--- src/rtl/mem_bus_arbiter_if.sv ---
// Two requesters plus the shared single-beat memory bus, as seen by the arbiter.
// slave: arbiter side; master: requesters and the memory behind the bus.
interface mem_bus_arbiter_if;
   logic        m0_req;
   logic [15:0] m0_addr;
   logic        m0_we;
   logic [7:0]  m0_wdata;
   logic        m0_ack;
   logic [7:0]  m0_rdata;

   logic        m1_req;
   logic [15:0] m1_addr;
   logic        m1_we;
   logic [7:0]  m1_wdata;
   logic        m1_ack;
   logic [7:0]  m1_rdata;

   logic        bus_sel;
   logic [15:0] bus_addr;
   logic        bus_we;
   logic [7:0]  bus_wdata;
   logic [7:0]  bus_rdata;
   logic [1:0]  grant;

   modport slave (
      input  m0_req, m0_addr, m0_we, m0_wdata,
      input  m1_req, m1_addr, m1_we, m1_wdata,
      input  bus_rdata,
      output m0_ack, m0_rdata, m1_ack, m1_rdata,
      output bus_sel, bus_addr, bus_we, bus_wdata, grant
   );

   modport master (
      output m0_req, m0_addr, m0_we, m0_wdata,
      output m1_req, m1_addr, m1_we, m1_wdata,
      output bus_rdata,
      input  m0_ack, m0_rdata, m1_ack, m1_rdata,
      input  bus_sel, bus_addr, bus_we, bus_wdata, grant
   );
endinterface

--- src/rtl/mem_bus_arbiter.sv ---
// Round-robin two-master arbiter driving one registered single-beat memory transaction at a time.
// Latency: 2+wait cycles req-to-ack; non-owners are held off until the arbiter returns to IDLE.
module mem_bus_arbiter #(
   parameter int ROM_WAIT   = 1,
   parameter int RAM_WAIT   = 0,
   parameter int OTHER_WAIT = 0
) (
   input logic            clock,
   input logic            reset,
   mem_bus_arbiter_if.slave bus
);

   localparam logic [1:0] IDLE   = 2'd0;
   localparam logic [1:0] ACCESS = 2'd1;
   localparam logic [1:0] RESP   = 2'd2;

   logic [1:0]  state;
   logic        last_owner;
   logic [3:0]  wait_cnt;
   logic        pick_any;
   logic        pick_m1;
   logic [15:0] win_addr;

   function automatic logic [3:0] region_wait(input logic [15:0] a);
      logic [3:0] w;
      if (a[15:10] == 6'd0)
         w = 4'(ROM_WAIT);
      else if (a[15:10] == 6'd1)
         w = 4'(RAM_WAIT);
      else
         w = 4'(OTHER_WAIT);
      return w;
   endfunction

   // On a tie the master that did not own the bus last wins.
   always_comb begin
      pick_any = bus.m0_req | bus.m1_req;
      pick_m1  = bus.m1_req & (~bus.m0_req | ~last_owner);
      win_addr = pick_m1 ? bus.m1_addr : bus.m0_addr;
   end

   always_ff @(posedge clock or negedge reset) begin
      if (!reset) begin
         state        <= IDLE;
         last_owner   <= 1'b1;
         wait_cnt     <= 4'd0;
         bus.bus_sel  <= 1'b0;
         bus.bus_we   <= 1'b0;
         bus.bus_addr <= 16'd0;
         bus.bus_wdata <= 8'd0;
         bus.grant    <= 2'b00;
         bus.m0_ack   <= 1'b0;
         bus.m1_ack   <= 1'b0;
         bus.m0_rdata <= 8'd0;
         bus.m1_rdata <= 8'd0;
      end else begin
         case (state)
            IDLE: begin
               if (pick_any) begin
                  bus.grant     <= pick_m1 ? 2'b10 : 2'b01;
                  bus.bus_addr  <= win_addr;
                  bus.bus_we    <= pick_m1 ? bus.m1_we : bus.m0_we;
                  bus.bus_wdata <= pick_m1 ? bus.m1_wdata : bus.m0_wdata;
                  bus.bus_sel   <= 1'b1;
                  wait_cnt      <= region_wait(win_addr);
                  state         <= ACCESS;
               end
            end
            ACCESS: begin
               if (wait_cnt != 4'd0) begin
                  wait_cnt <= wait_cnt - 4'd1;
               end else begin
                  // grant still names the owner during the last ACCESS cycle
                  if (!bus.bus_we) begin
                     if (bus.grant[1])
                        bus.m1_rdata <= bus.bus_rdata;
                     else
                        bus.m0_rdata <= bus.bus_rdata;
                  end
                  bus.bus_sel <= 1'b0;
                  bus.bus_we  <= 1'b0;
                  bus.grant   <= 2'b00;
                  bus.m0_ack  <= bus.grant[0];
                  bus.m1_ack  <= bus.grant[1];
                  last_owner  <= bus.grant[1];
                  state       <= RESP;
               end
            end
            RESP: begin
               bus.m0_ack <= 1'b0;
               bus.m1_ack <= 1'b0;
               state      <= IDLE;
            end
            default: state <= IDLE;
         endcase
      end
   end

endmodule
--- src/flat_wrapper.sv ---
// flat-port wrapper written by rule: the top's interface ports become plain ports
module mem_bus_arbiter_flat 
#(
   parameter int ROM_WAIT   = 1,
   parameter int RAM_WAIT   = 0,
   parameter int OTHER_WAIT = 0
)
  (clock, reset, bus_m0_req, bus_m0_addr, bus_m0_we, bus_m0_wdata, bus_m1_req, bus_m1_addr, bus_m1_we, bus_m1_wdata, bus_bus_rdata, bus_m0_ack, bus_m0_rdata, bus_m1_ack, bus_m1_rdata, bus_bus_sel, bus_bus_addr, bus_bus_we, bus_bus_wdata, bus_grant);
  mem_bus_arbiter_if bus_i ();
  input logic clock;
  input logic reset;
  input wire logic [$bits(bus_i.m0_req)-1:0] bus_m0_req;
  input wire logic [$bits(bus_i.m0_addr)-1:0] bus_m0_addr;
  input wire logic [$bits(bus_i.m0_we)-1:0] bus_m0_we;
  input wire logic [$bits(bus_i.m0_wdata)-1:0] bus_m0_wdata;
  input wire logic [$bits(bus_i.m1_req)-1:0] bus_m1_req;
  input wire logic [$bits(bus_i.m1_addr)-1:0] bus_m1_addr;
  input wire logic [$bits(bus_i.m1_we)-1:0] bus_m1_we;
  input wire logic [$bits(bus_i.m1_wdata)-1:0] bus_m1_wdata;
  input wire logic [$bits(bus_i.bus_rdata)-1:0] bus_bus_rdata;
  output wire logic [$bits(bus_i.m0_ack)-1:0] bus_m0_ack;
  output wire logic [$bits(bus_i.m0_rdata)-1:0] bus_m0_rdata;
  output wire logic [$bits(bus_i.m1_ack)-1:0] bus_m1_ack;
  output wire logic [$bits(bus_i.m1_rdata)-1:0] bus_m1_rdata;
  output wire logic [$bits(bus_i.bus_sel)-1:0] bus_bus_sel;
  output wire logic [$bits(bus_i.bus_addr)-1:0] bus_bus_addr;
  output wire logic [$bits(bus_i.bus_we)-1:0] bus_bus_we;
  output wire logic [$bits(bus_i.bus_wdata)-1:0] bus_bus_wdata;
  output wire logic [$bits(bus_i.grant)-1:0] bus_grant;
  assign bus_i.m0_req = bus_m0_req;
  assign bus_i.m0_addr = bus_m0_addr;
  assign bus_i.m0_we = bus_m0_we;
  assign bus_i.m0_wdata = bus_m0_wdata;
  assign bus_i.m1_req = bus_m1_req;
  assign bus_i.m1_addr = bus_m1_addr;
  assign bus_i.m1_we = bus_m1_we;
  assign bus_i.m1_wdata = bus_m1_wdata;
  assign bus_i.bus_rdata = bus_bus_rdata;
  assign bus_m0_ack = bus_i.m0_ack;
  assign bus_m0_rdata = bus_i.m0_rdata;
  assign bus_m1_ack = bus_i.m1_ack;
  assign bus_m1_rdata = bus_i.m1_rdata;
  assign bus_bus_sel = bus_i.bus_sel;
  assign bus_bus_addr = bus_i.bus_addr;
  assign bus_bus_we = bus_i.bus_we;
  assign bus_bus_wdata = bus_i.bus_wdata;
  assign bus_grant = bus_i.grant;
  mem_bus_arbiter #(.ROM_WAIT(ROM_WAIT), .RAM_WAIT(RAM_WAIT), .OTHER_WAIT(OTHER_WAIT)) u_core (.clock(clock), .reset(reset), .bus(bus_i));
endmodule
--- config.mk ---
export PLATFORM = sky130hd
export DESIGN_NAME = mem_bus_arbiter_flat
export DESIGN_NICKNAME = d
export VERILOG_FILES = /design/src/rtl/mem_bus_arbiter_if.sv /design/src/rtl/mem_bus_arbiter.sv /design/src/flat_wrapper.sv
export SDC_FILE = /design/constraint.sdc
export NUM_CORES = 1
export LEC_CHECK = 0
export ABC_AREA = 1
export BUFFER_PORTS_ARGS = -buffer_cell sky130_fd_sc_hd__clkbuf_2
export CAP_MARGIN = 40
export CORE_UTILIZATION = 46
export DETAILED_ROUTE_END_ITERATION = 12
export PLACE_DENSITY = 0.91
export SLEW_MARGIN = 0
export SYNTH_ARGS = -nofsm -noshare
export SYNTH_HDL_FRONTEND = slang
export SYNTH_SLANG_ARGS = --single-unit
--- constraint.sdc ---
create_clock -name clock -period 2 [get_ports clock]
set_input_delay 0.1 -clock clock [delete_from_list [all_inputs] [get_ports clock]]
set_output_delay 0.1 -clock clock [all_outputs]
set_load 0.02 [all_outputs]
==> impl_results.md, run 1 <==
- Layout Cells excl Fill: ~440
- Pleak: around 0.0016 µW
- Post-CTS Setup Repair Bufs: 0
- Clk Latency, worst-skew pair: 310 ps
- Final Max Slew Viols: 0
- Detailed Route WL: between 5 and 6 mm
- Minimum clock period: 1570 ps
- GR Overflow Total: 0
- Syn_area_per_cell: 9.13 µm²
- Most used flip-flop cell after synthesis: dfrtp_1
- Synth top area cells: dfrtp_1 55%, nor2_1 7.5%, nand2_1 6.2%
- Status: completed
- Vias in the first global route: just over 2000
- Ports: around 110
- Die Width: about 74 µm
- Worst-Margin Slew: 675 ps
- CP cell instances: nor2_2 -> o21ai_4 -> inv_2 -> buf_4 -> o21ai_0 -> o21ai_0
- Vias per cell: just under 5
- Final hold viol count: 0
- Power density cells: 1630 mW/mm²
- Site Rows: 25
- Largest stage delay, worst path: 420 ps
- P_int: 2660 µW
- Switching power: about 2300 µW
- CTS Sinks: between 50 and 60
- Maximum clock path buffer count: 2
- Initial DRT Pass Iterations: 4
- Top-count cell post-synth: dfrtp_1
- Core Area: around 0.0048 mm²
- GRT Util Overall: 22.0%
- Post-route ant nets: 0
- Crit path top cell by count: o21ai_0
- Port Buf Inserts: about 110
- Dominant cell type by area after synthesis: dfrtp_1
- Die Y-Extent: about 74 µm
- CTS H-tree lvls: 2
- Switch share: a little under half
- CP arrival: approximately 1800 ps
- Syn Inst Count: around 260
- Period utilization: 78.3%
- Largest net degree at the start of global routing: 30
- Part of the power in combinational logic: between 40 and 50%
- Max Fclk: 639 MHz
- Initial antenna violation count: 0
- Post-detail-place hpwl: 4.14 mm
- Most frequent cells after synthesis: 52 x dfrtp_1, 47 x nor2_1, 39 x nand2_1, 27 x inv_1, 26 x o21ai_0
- Initial DRC Count: approximately 80
- Post-Syn Area: about 0.0024 mm²
- Clock power share: between 10% and 20%
- Fin util: around 63%
- Crit path max-delay cell type: dfrtp_1
- Setup TNS: 0 ps
- Crit start category: flip-flop
- Ys Warns: 0
- Share of cells above drive strength 1: 37.4%
- CTS buffer count: 5
- Post-synth top area share: between 50% and 60%
- Worst Setup Path Type: flip-flop to flip-flop
- Max cap viols: 0
- RSZ-0062 raised after global routing: false
- First-pass GRT wire length: between 9 and 10 mm
- Slew HR: between 50% and 60%
- Vias: between 2000 and 2500
- Synth Net Count: approximately 320
- Antenna cells: 0
- Routed len/inst: 12.6 µm
- Nets: ~430
- FFs w/ async S/R, synth: 100%
- Area Growth Syn to Fin: 28.8%
- Peak supply drop: approximately 850 µV
- Register area share after synthesis: ~56%
- CTS tree: built
- Residual DRC: 0
- Clock Skew: around 7.5 ps
- Hold Path Class: primary input to flip-flop
- Number of enable flip-flop cells after synthesis: 0
- Final setup fails: 0
- Worst Path Required: approximately 2200 ps
- Seq pwr share: about two fifths
- Gpl congestion: about 0.8
- Synth unique cells: 29
- Initial Util: around half
- Root Buffer: clkbuf_8
- CP max FO: 23
- Die area: ~0.0054 mm²
- Clock slew at reported path FFs: 90 ps
- Dpl cells: between 400 and 500
- Critical Path Sink Type: flip-flop
- Register bit count reported by yosys: 53
-- worst paths after layout --
kind	start	to	slack (ps)	cells after the start
hold reg to reg	u_core.last_owner	u_core.last_owner	480	2
hold / removal	bus_bus_rdata[4]	u_core.bus.m1_rdata[4]	10	3
setup / recovery	u_core.state[0]	u_core.bus.bus_wdata[4]	430	6
max in group asynchronous	reset	u_core.last_owner	990	3
setup reg to reg	u_core.state[0]	u_core.bus.bus_wdata[4]	430	6
min in group asynchronous	reset	u_core.bus.bus_wdata[3]	350	2
-- cells by family after synthesis --
kind of cell | Yosys count | share of synthesized area, %
simple gates | 110 | 21.5
compound gates | 57 | 14.0
flops | 53 | 56.2
buf+inv | 37 | 7.25
fa+ha+maj | 2 | 1.06
-- cell usage in the layout, fill, tap and decap left out, drive strengths merged --
| master | count |
|---|---|
| nor3 | 2 |
| nand2 | 46 |
| inv | 29 |
| dfstp | 1 |
| a21oi | 10 |
| clkinvlp | 1 |
| nand3 | 6 |
| nor2 | 53 |
| clkbuf | 112 |
| buf | 2 |
| a31oi | 2 |
| o22ai | 15 |
| dfrtp | 52 |
| dlygate4sd3 | 1 |
| o21ai | 29 |
| nand3b | 3 |
| o31ai | 1 |
| clkinv | 2 |
| ha | 2 |
-- sequential cells by signal (all words and copies together) (netlist names) --
signal	flops
u_core.bus.grant	2
u_core.state	2
u_core.bus.bus_wdata	8
u_core.wait_cnt	4
u_core.last_owner	1
u_core.bus.bus_addr	16
u_core.bus.m1_ack	1
u_core.bus.m0_ack	1
u_core.bus.m0_rdata	8
u_core.bus.bus_we	1
u_core.bus.bus_sel	1
u_core.bus.m1_rdata	8
-- layer usage --
metal	global-route usage, %	up-vias	routed length (µm)
met5	0	-	0
met4	6.62	0	51
met3	5.62	6	322
met2	37.4	74	2840
met1	27.4	983	2280
li1	-	1055	-
-- per-stage QoR --
| step | hold slack (ps) | setup slack (ps) | cell area [µm²] | total power (µW) |
|---|---|---|---|---|
| after floorplan | -196 | 558 | 2360 | 3610 |
| after global placement | 145 | 486 | 2950 | 4300 |
| after detailed placement | 160 | 420 | 2950 | 4410 |
| after CTS | 9.58 | 419 | 3040 | 5000 |
| after global routing | 12.6 | 262 | 3040 | 5370 |
| final | 11.7 | 435 | 3040 | 4970 |
-- worst max-delay path, delay by kind of cell, from the launching register on --
kind | cells | cell delay, ps
AO/OA/AOI/OAI | 3 | 460
buffers and inverters | 2 | 400
flip-flops | 1 | 420
AND/OR/NAND/NOR | 1 | 220
-- layout make-up --
type                    instances  area [µm²]
flip-flops and latches         53        1330
multi-input cells             169         865
well taps                      67        83.8
fillers                       403        1800
repair buffers                110         573
inverters                      29         109
clock buffers                   5        68.8
clock inverters                 3        17.5
-- power by group through the flow --
stage | Clock (µW) | Combinational (µW) | Sequential (µW)
CTS | 597 | 2490 | 1920
global placement | 0 | 2390 | 1920
global route | 639 | 2750 | 1980
finish | 589 | 2470 | 1910
floorplan | 0 | 1170 | 2440
detailed placement | 0 | 2480 | 1930
-- timing repair --
action	in CTS	in global routing
resized for setup	0	0
hold buffers	1	0
hold endpoints to repair	24	0
Power figures use the tool's default switching activity.
==> run 2: changes to the inputs <==
--- a/config.mk
+++ b/config.mk
@@ -8,9 +8,9 @@
 export ABC_AREA = 1
 export BUFFER_PORTS_ARGS = -buffer_cell sky130_fd_sc_hd__clkbuf_2
 export CAP_MARGIN = 40
-export CORE_UTILIZATION = 46
+export CORE_UTILIZATION = 42
 export DETAILED_ROUTE_END_ITERATION = 12
-export PLACE_DENSITY = 0.91
+export PLACE_DENSITY = 0.88
 export SLEW_MARGIN = 0
 export SYNTH_ARGS = -nofsm -noshare
 export SYNTH_HDL_FRONTEND = slang
==> constraint.sdc (replaced) <==
create_clock -name clock -period 1.33 [get_ports clock]
set_input_delay 0.0665 -clock clock [delete_from_list [all_inputs] [get_ports clock]]
set_output_delay 0.0665 -clock clock [all_outputs]
set_load 0.02 [all_outputs]
==> run 2 against run 1 <==
The flow now finishes with violations (setup timing). Largest power group unchanged. Highest routed layer unchanged. Clock power increased by 120%. Clock skew decreased by 3.0 ps. Final cell count grew 13%.
==> impl_results.md, run 2 (synthesis results as in run 1) <==
- Pre-CTS WS: -138 ps (-559 ps)
- Worst-Margin Slew: 470 ps (-205 ps)
- RSZ-0062 raised after global routing: true
- Post-route ant nets: 0 (unchanged)
- Failing checks: setup timing
- Maximum clock path buffer count: 2 (unchanged)
- Critical Path Sink Type: flip-flop
- Residual DRC: 0 (unchanged)
- Detailed Route WL: 7.77 mm (+41%)
- Ports: 108 (unchanged)
- Power density cells: 2500 mW/mm² (+53%)
- Filler cells: 371 (-7.9%)
- CTS Sinks: 53 (unchanged)
- Root Buffer: clkbuf_8
- First-pass GRT wire length: 10.9 mm (+21%)
- Initial Util: 44.8% (-3.9 points)
- Final setup fails: 33 (+33)
- GR Overflow Total: 0 (unchanged)
- Commonest non-fill, non-tap cells in the layout: 107 x clkbuf_2, 52 x dfrtp_1, 45 x nor2_1, 39 x nand2_1, 23 x inv_1
- Crit start category: flip-flop
- Area occupied by multi-input gates: 0.00110 mm² (+27%)
- Share of cells above drive strength 1: 46.9% (+9.5 points)
- Site Rows: 26 (+4.0%)
- Initial antenna violation count: 0 (unchanged)
- CP max FO: 7 (-70%)
- Top reg by flops: u_core.bus.bus_addr
- Tot Pwr: 9670 µW (+95%)
- Vias in the first global route: 2389 (+17%)
- Clock Skew: 4.56 ps (-2.95 ps)
- CP arrival: 1700 ps (-90 ps)
- CTS H-tree lvls: 2 (unchanged)
- Status: finished, violations left
- Max Fclk: 682 MHz (+6.8%)
- Max cap viols: 0 (unchanged)
- Final hold viol count: 0 (unchanged)
- GRT Util Overall: 23.6% (+1.6 points)
- Period utilization: 110% (+32 points)
- Clock slew at reported path FFs: 90 ps (about the same)
- Nets: 485 (+12%)
- Largest net degree at the start of global routing: 31 (+3.3%)
- Max reg flops: 16 (unchanged)
- Core Area: 0.00527 mm² (+8.7%)
- Slew HR: 68.7% (+14 points)
- Worst Path Required: 1560 ps (-670 ps)
- Gpl congestion: 0.796 (+0.33%)
- Vias: 2568 (+21%)
- Die area: 0.00593 mm² (+9.3%)
- Most common cell after layout, fill and taps aside: clkbuf_2
- Final Max Slew Viols: 0 (unchanged)
- CTS buffer count: 5 (unchanged)
- Die Y-Extent: 77.0 µm (+4.5%)
- Pleak: 0.00197 µW (+21%)
- Die Width: 77.0 µm (+4.5%)
- Post-detail-place hpwl: 4.56 mm (+10%)
- Hold Path Class: primary input to flip-flop
- Clk Latency, worst-skew pair: 300 ps (about the same)
- Sequential Area: 0.00133 mm² (unchanged)
- Minimum clock period: 1470 ps (-99.9 ps)
- Vias per cell: 5.22 (+7.4%)
- Antenna cells: 0 (unchanged)
- Final design instance area without fill: 0.00387 mm² (+27%)
- Peak supply drop: 1320 µV (+56%)
- Worst Setup Path Type: flip-flop to flip-flop
- Area Growth Syn to Fin: 63.6%
- Setup TNS: -2120 ps (-2120 ps)
- Initial DRT Pass Iterations: 4 (unchanged)
- Initial DRC Count: 166 (+110%)
- Routed len/inst: 15.8 µm (+25%)
- CTS tree: built
- Post-DP Area: 0.00313 mm² (+6.2%)
- Worst setup margin: -135 ps (-570 ps)
- Port Buf Inserts: 107 (unchanged)
==> run 2: cell count changes in the layout (fill, tap and decap cells not counted), sizes merged, moves of 2 or more <==
| cell | before | now |
|---|---|---|
| dlygate4sd3 | 1 | 21 |
| bufinv | 0 | 2 |
| nand2 | 46 | 48 |
| clkbuf | 112 | 114 |
| buf | 2 | 29 |
==> run 2: per-stage QoR <==
step	utilization [%]	hold WS [ps]	instances
finish	73.4	19.0	492
global route	73.4	20.2	492
CTS	66.5	1.45	479
detailed placement	59.4	38.4	449
global placement	59.4	32.2	449
floorplan	-	-229	259
==> run 2: worst max-delay path: stages, from the launching register on <==
cell	delay (ps)
dfrtp_1	400
inv_2	90
ha_4	140
nand3_4	70
nor2_4	140
nand2_4	100
nor2_8	170
buf_6	130
nor2_2	30
a21oi_2	120
==> run 2: worst paths after layout <==
kind	start	to	slack [ps]	cells past startpoint
max in group asynchronous	reset	u_core.bus.bus_addr[2]	590	3
worst min-delay path	bus_m1_addr[15]	u_core.bus.bus_addr[15]	20	3
min in group asynchronous	reset	u_core.wait_cnt[0]	240	2
worst max-delay path	u_core.wait_cnt[1]	u_core.bus.m1_rdata[6]	-140	9
worst max register to register	u_core.wait_cnt[1]	u_core.bus.m1_rdata[6]	-140	9
worst min register to register	u_core.bus.bus_sel	u_core.bus.bus_sel	480	2
==> run 2: where the power goes <==
group,internal (µW),switching [µW],total (µW)
clock,748,526,1270
sequential,2400,584,2990
combinational,2250,3170,5410
==> run 2: layout make-up <==
cell class / count / area share (%)
multi-input cells: 173 / 28.5
well taps: 70 / 2.26
clock inverters: 3 / 1.68
clock buffers: 5 / 1.78
inverters: 29 / 3.01
flip-flops and latches: 53 / 34.3
repair buffers: 159 / 28.5
==> run 2: repair_timing <==
| action | 4_1_cts | 5_1_grt |
|---|---|---|
| buffers inserted | 0 | 8 |
| pin swaps | 2 | 4 |
| hold buffers | 20 | 1 |
| resized for setup | 4 | 57 |
| gates cloned | 2 | 4 |
| hold endpoints to repair | 31 | 1 |
| endpoints found under the setup margin | 34 | 40 |
==> run 2: metal layers <==
layer | GRT usage (%) | part of all wire [%] | up-vias
li1 | - | - | 1171
met1 | 27.4 | 40 | 1244
met2 | 42.1 | 52 | 127
met3 | 3.81 | 4.8 | 26
met4 | 11.5 | 3.6 | 0
met5 | 0 | 0 | -
